`config.mk`:
```
export PLATFORM = sky130hd
export DESIGN_NAME = uart_rx
export DESIGN_NICKNAME = d
export VERILOG_FILES = /design/src/rtl/uart_rx.sv
export SDC_FILE = /design/constraint.sdc
export NUM_CORES = 1
export LEC_CHECK = 0
export CAP_MARGIN = 40
export CORE_MARGIN = 2
export CORE_UTILIZATION = 43
export CTS_CLUSTER_DIAMETER = 40
export CTS_CLUSTER_SIZE = 20
export DETAILED_ROUTE_END_ITERATION = 10
export SETUP_SLACK_MARGIN = 0.4
export SYNTH_ARGS = -nofsm -noshare
export SYNTH_HDL_FRONTEND = slang
export SYNTH_SLANG_ARGS = --single-unit
export TNS_END_PERCENT = 5
```
`constraint.sdc`:
```
create_clock -name i_clk -period 4.2 [get_ports i_clk]
set_input_delay 0.84 -clock i_clk [delete_from_list [all_inputs] [get_ports i_clk]]
set_output_delay 0.84 -clock i_clk [all_outputs]
set_load 0.05 [all_outputs]
```
`src/rtl/uart_rx.sv`:
```
// 8N1 UART receiver, 16x oversampled with mid-bit sampling; byte appears 152 ticks + 3 clocks after the start edge.
// Output holds on valid/ready; a byte that completes while the previous one is still unaccepted is dropped and flagged as overrun.
module uart_rx #(
  parameter int CLK_HZ     = 100_000_000,
  parameter int BAUD       = 115_200,
  parameter int OVERSAMPLE = 16
) (
  input  logic       i_clk,
  input  logic       i_rst,
  input  logic       i_rx,
  output logic [7:0] o_rx_data,
  output logic       o_rx_valid,
  input  logic       i_rx_ready,
  output logic       o_frame_err,
  output logic       o_overrun,
  output logic       o_busy
);

  localparam int DIV = (CLK_HZ + BAUD * OVERSAMPLE / 2) / (BAUD * OVERSAMPLE);
  localparam int TW  = (DIV > 1) ? $clog2(DIV) : 1;
  localparam int SW  = $clog2(OVERSAMPLE);

  localparam logic [TW-1:0] TICK_LAST = TW'(DIV - 1);
  localparam logic [SW-1:0] SAMP_MID  = SW'(OVERSAMPLE / 2 - 1);
  localparam logic [SW-1:0] SAMP_LAST = SW'(OVERSAMPLE - 1);

  typedef enum logic [2:0] {
    S_IDLE,
    S_START,
    S_DATA,
    S_STOP,
    S_BREAK
  } state_t;

  state_t        r_state;
  logic          r_rx_meta;
  logic          r_rx_s;
  logic [TW-1:0] r_tick_cnt;
  logic [SW-1:0] r_samp_cnt;
  logic [2:0]    r_bit_idx;
  logic [7:0]    r_shreg;
  logic          r_pend;
  logic [7:0]    r_rx_data;
  logic          r_rx_valid;
  logic          r_frame_err;
  logic          r_overrun;
  logic          r_busy;

  logic w_tick;

  assign w_tick = (r_tick_cnt == TICK_LAST);

  always_ff @(posedge i_clk) begin
    if (i_rst) begin
      r_state     <= S_IDLE;
      r_rx_meta   <= 1'b1;
      r_rx_s      <= 1'b1;
      r_tick_cnt  <= '0;
      r_samp_cnt  <= '0;
      r_bit_idx   <= '0;
      r_shreg     <= '0;
      r_pend      <= 1'b0;
      r_rx_data   <= '0;
      r_rx_valid  <= 1'b0;
      r_frame_err <= 1'b0;
      r_overrun   <= 1'b0;
      r_busy      <= 1'b0;
    end else begin
      r_rx_meta   <= i_rx;
      r_rx_s      <= r_rx_meta;
      r_frame_err <= 1'b0;
      r_overrun   <= 1'b0;
      r_pend      <= 1'b0;

      // Held at zero in IDLE so the first tick lands DIV clocks after start detection.
      if (r_state == S_IDLE || w_tick) begin
        r_tick_cnt <= '0;
      end else begin
        r_tick_cnt <= r_tick_cnt + 1'b1;
      end

      // A pending byte may replace the current one only if the slot frees this cycle.
      if (r_pend) begin
        if (!r_rx_valid || i_rx_ready) begin
          r_rx_data  <= r_shreg;
          r_rx_valid <= 1'b1;
        end else begin
          r_overrun  <= 1'b1;
        end
      end else if (r_rx_valid && i_rx_ready) begin
        r_rx_valid <= 1'b0;
      end

      case (r_state)
        S_IDLE: begin
          if (!r_rx_s) begin
            r_samp_cnt <= '0;
            r_state    <= S_START;
            r_busy     <= 1'b1;
          end
        end

        S_START: begin
          if (w_tick) begin
            if (r_samp_cnt == SAMP_MID) begin
              if (r_rx_s) begin
                r_state <= S_IDLE;
                r_busy  <= 1'b0;
              end else begin
                r_samp_cnt <= '0;
                r_bit_idx  <= '0;
                r_state    <= S_DATA;
              end
            end else begin
              r_samp_cnt <= r_samp_cnt + 1'b1;
            end
          end
        end

        S_DATA: begin
          if (w_tick) begin
            if (r_samp_cnt == SAMP_LAST) begin
              r_samp_cnt <= '0;
              r_shreg    <= {r_rx_s, r_shreg[7:1]};
              r_bit_idx  <= r_bit_idx + 1'b1;
              if (r_bit_idx == 3'd7) begin
                r_state <= S_STOP;
              end
            end else begin
              r_samp_cnt <= r_samp_cnt + 1'b1;
            end
          end
        end

        S_STOP: begin
          if (w_tick) begin
            if (r_samp_cnt == SAMP_LAST) begin
              r_samp_cnt <= '0;
              if (r_rx_s) begin
                r_pend  <= 1'b1;
                r_state <= S_IDLE;
                r_busy  <= 1'b0;
              end else begin
                r_frame_err <= 1'b1;
                r_state     <= S_BREAK;
              end
            end else begin
              r_samp_cnt <= r_samp_cnt + 1'b1;
            end
          end
        end

        S_BREAK: begin
          if (r_rx_s) begin
            r_state <= S_IDLE;
            r_busy  <= 1'b0;
          end
        end

        default: begin
          r_state <= S_IDLE;
          r_busy  <= 1'b0;
        end
      endcase
    end
  end

  assign o_rx_data   = r_rx_data;
  assign o_rx_valid  = r_rx_valid;
  assign o_frame_err = r_frame_err;
  assign o_overrun   = r_overrun;
  assign o_busy      = r_busy;

endmodule

```
==> flow_summary_export.csv <==
group,metric,value,unit
run_status,status,"completed",
logic_synthesis,synthTopCellsByCount,"dfxtp_1 (39), nand2_1 (24), mux2i_1 (20), nor2_1 (20), inv_1 (9)",
routing,detail_route.first_pass.iterations,4,
die,die_y,68.60,um
finish,multi_input_area,918.4,um^2
routing,vias,1404,
routing,viasPerCell,5.442,
routing,antenna_left,0,
finish,drive_gt1_frac,0.08654,
clock_tree,tritoncts,"built",
critical_path,required,3360,ps
pwr,p_leak,0.8172,nW
logic_synthesis,synth-main-ff-cell,"dfxtp_1",
global_routing,overflow,0,
timing,rsz0062_at_grt,"no",
clock_tree,clk_pin_slew,80,ps
clock_tree,cts_hold_buf,0,
timing,finalSetupTns,0,ps
critical_path,worstPathCellList,"clkdlybuf4s50_1",
critical_path,ff2ff_path_depth,5,
place,hpwl,2462,um
die,io_pins,16,
finish,final_core_util,0.5164,
timing,tightest_slew,623.7,ps
global_routing,first_global_vias,1362,
die,fp-row-count,23,
flow_run,maxCapViolations,0,
clock_tree,cts.repair.resized,0,
finish,nNetsFinal,216,
finish,syn_to_final_growth,15.13,%
logic_synthesis,async_reset_ff_frac,0,
logic_synthesis,yosys.area.top_type,"dfxtp_1",
clock_tree,cts_setup_buffers,0,
logic_synthesis,synth_cells,195,
critical_path,slowest_delay,830,ps
logic_synthesis,synth.most_common_cell,"dfxtp_1",
clock_tree,cts_buffer_depth,2,
critical_path,worstPathArrival,1510,ps
logic_synthesis,synth.avg_cell_area,9.201,um^2
critical_path,cp_num_buf_inv,1,
pwr,finalPower,0.0008452,W
clock_tree,worstSkewPairLatency,300,ps
place,place_ws,1600,ps
critical_path,reg2reg_to,"r_bit_idx[1]",
place,gp_congestion,0.7542,
min_path,min_to,"r_rx_s",
clock_tree,cts_buffers,5,
global_routing,grt_max_degree,23,
logic_synthesis,synth-edff-count,0,
timing,drv_slew,0,
logic_synthesis,synth_area,0.001794,mm^2
routing,drc,0,
critical_path,crit_family,"buffers and inverters",
routing,drt_iter0_markers,44,
logic_synthesis,seq_area_frac_synth,0.4351,
timing,period_share,0.5596,
pwr,p_per_area,409.1,mW/mm^2
clock_tree,htree_levels,2,
finish,nFillCells,390,
die,core,0.004000,mm^2
logic_synthesis,yosysWarnings,0,
logic_synthesis,synth_fp_nets,204,
timing,slew_headroom,0.5838,
die,fp.dieW,68.60,um
logic_synthesis,synth_top_area_frac,0.4351,
critical_path,rr_startpoint,"r_samp_cnt[1]",
clock_tree,root_buffer,"clkbuf_8",
logic_synthesis,yosys-top-cells-area,"dfxtp_1 (44%), mux2i_1 (11%), nand2_1 (5.0%)",
timing,hold_violations,0,
min_path,hp-start,"r_rx_meta",
critical_path,crit_path_end_kind,"primary output",
critical_path,path_class,"flop to primary output",
timing,fin_skew,5.779,ps
place,portBuffers,15,
finish,final-seq-area,780.7,um^2
global_routing,grt_pass1_wl,6299,um
timing,finalSetupViolCount,0,
critical_path,worstPathMaxFanout,3,
timing,clock.fmax,0.4255,GHz
min_path,hold_class,"flop to flop",
timing,fin_ws,1850,ps
logic_synthesis,ys_ff_latch,39,
critical_path,reg2reg_slack,2290,ps
routing,post_drt_wl_per_cell,13.95,um
timing,fin_crit,2350,ps
critical_path,crit_path_start_kind,"flop",
pwr,irDropWorstVdd,0.1610,mV
routing,routed_wl,3598,um
die,start_util,0.4485,
critical_path,cp_slowest_cell,"clkdlybuf4s50_1",
logic_synthesis,synth.distinct_cells,46,
min_path,hold_path_depth,1,
global_routing,grt_use_total,0.1819,
finish,antenna_cells,0,
clock_tree,cts_sinks,39,
die,dieArea,0.004705,mm^2
global_routing,antenna_found_initial,0,
## stage by stage
step / hold WS (ps) / cell area [um^2] / instances
after floorplan: 389.5 / 1794 / 195
after global placement: 405.6 / 1953 / 250
after detailed placement: 403.6 / 1953 / 250
after CTS: 431.5 / 2066 / 258
after global routing: 464.5 / 2066 / 258
final: 426.3 / 2066 / 258
## state kept, by name, indices dropped and copies added, names as in the netlist
register / count
o_overrun: 1
o_rx_data: 8
r_pend: 1
o_busy: 1
r_rx_meta: 1
r_rx_s: 1
r_state: 3
r_bit_idx: 3
o_frame_err: 1
r_tick_cnt: 6
o_rx_valid: 1
r_samp_cnt: 4
r_shreg: 8
## cell type report
class,instances,share of cell area
Multi-Input combinational cell,136,0.4446
Clock buffer,5,0.03331
Inverter,9,0.01635
Tap cell,50,0.03028
Timing Repair Buffer,16,0.07632
Clock inverter,3,0.02120
Sequential cell,39,0.3780
## cell usage in the layout, fill, tap and decap left out, types with 2 or more instances in the layout
| cell type | netlist | layout |
|---|---|---|
| a21oi_1 | 6 | 6 |
| and3_1 | 2 | 2 |
| clkbuf_8 | 0 | 5 |
| clkdlybuf4s50_1 | 0 | 15 |
| dfxtp_1 | 39 | 39 |
| ha_1 | 5 | 5 |
| inv_1 | 9 | 9 |
| mux2i_1 | 20 | 20 |
| nand2_1 | 24 | 24 |
| nand2b_1 | 2 | 2 |
| nand3_1 | 5 | 5 |
| nor2_1 | 20 | 20 |
| nor3_1 | 7 | 7 |
| nor4_1 | 3 | 3 |
| o211ai_1 | 2 | 2 |
| o21ai_0 | 6 | 6 |
| o2bb2ai_1 | 2 | 2 |
| or2_2 | 3 | 3 |
| xnor2_1 | 3 | 3 |
| xor2_1 | 3 | 3 |
## per-layer routing
| layer | GRT usage | vias to the layer above | share of wire |
|---|---|---|---|
| met5 | 0 | - | 0 |
| met1 | 0.2197 | 667 | 0.48 |
| met3 | 0.05195 | 8 | 0.039 |
| met2 | 0.2897 | 31 | 0.46 |
| met4 | 0.1000 | 0 | 0.022 |
| li1 | - | 698 | - |
## worst max path at each step
stage | end | from | slack, ps | cells after the start
detailed placement | r_tick_cnt[1] | i_rst | 1600 | 5
global placement | r_samp_cnt[1] | i_rst | 1690 | 6
finish | o_busy | o_busy | 1850 | 1
floorplan | r_state[0] | r_samp_cnt[0] | 2580 | 5
CTS | o_busy | o_busy | 1830 | 1
global route | r_samp_cnt[1] | i_rst | 1790 | 6
## power by group
| group | switching (W) | total (W) | internal [W] |
|---|---|---|---|
| sequential | 0.0000216 | 0.000405 | 0.000383 |
| clock | 0.000141 | 0.000318 | 0.000177 |
| combinational | 0.0000757 | 0.000123 | 0.0000470 |
| total | 0.000238 | 0.000845 | 0.000607 |
## kinds of logic after synthesis
| kind of cell | synth area share |
|---|---|
| compound gates | 0.1130 |
| xor+xnor | 0.02929 |
| fa+ha+maj | 0.04045 |
| buf+inv | 0.05299 |
| flops | 0.4351 |
| mux | 0.1179 |
| simple gates | 0.2113 |
Note: power is estimated with default switching activity, not from simulation.
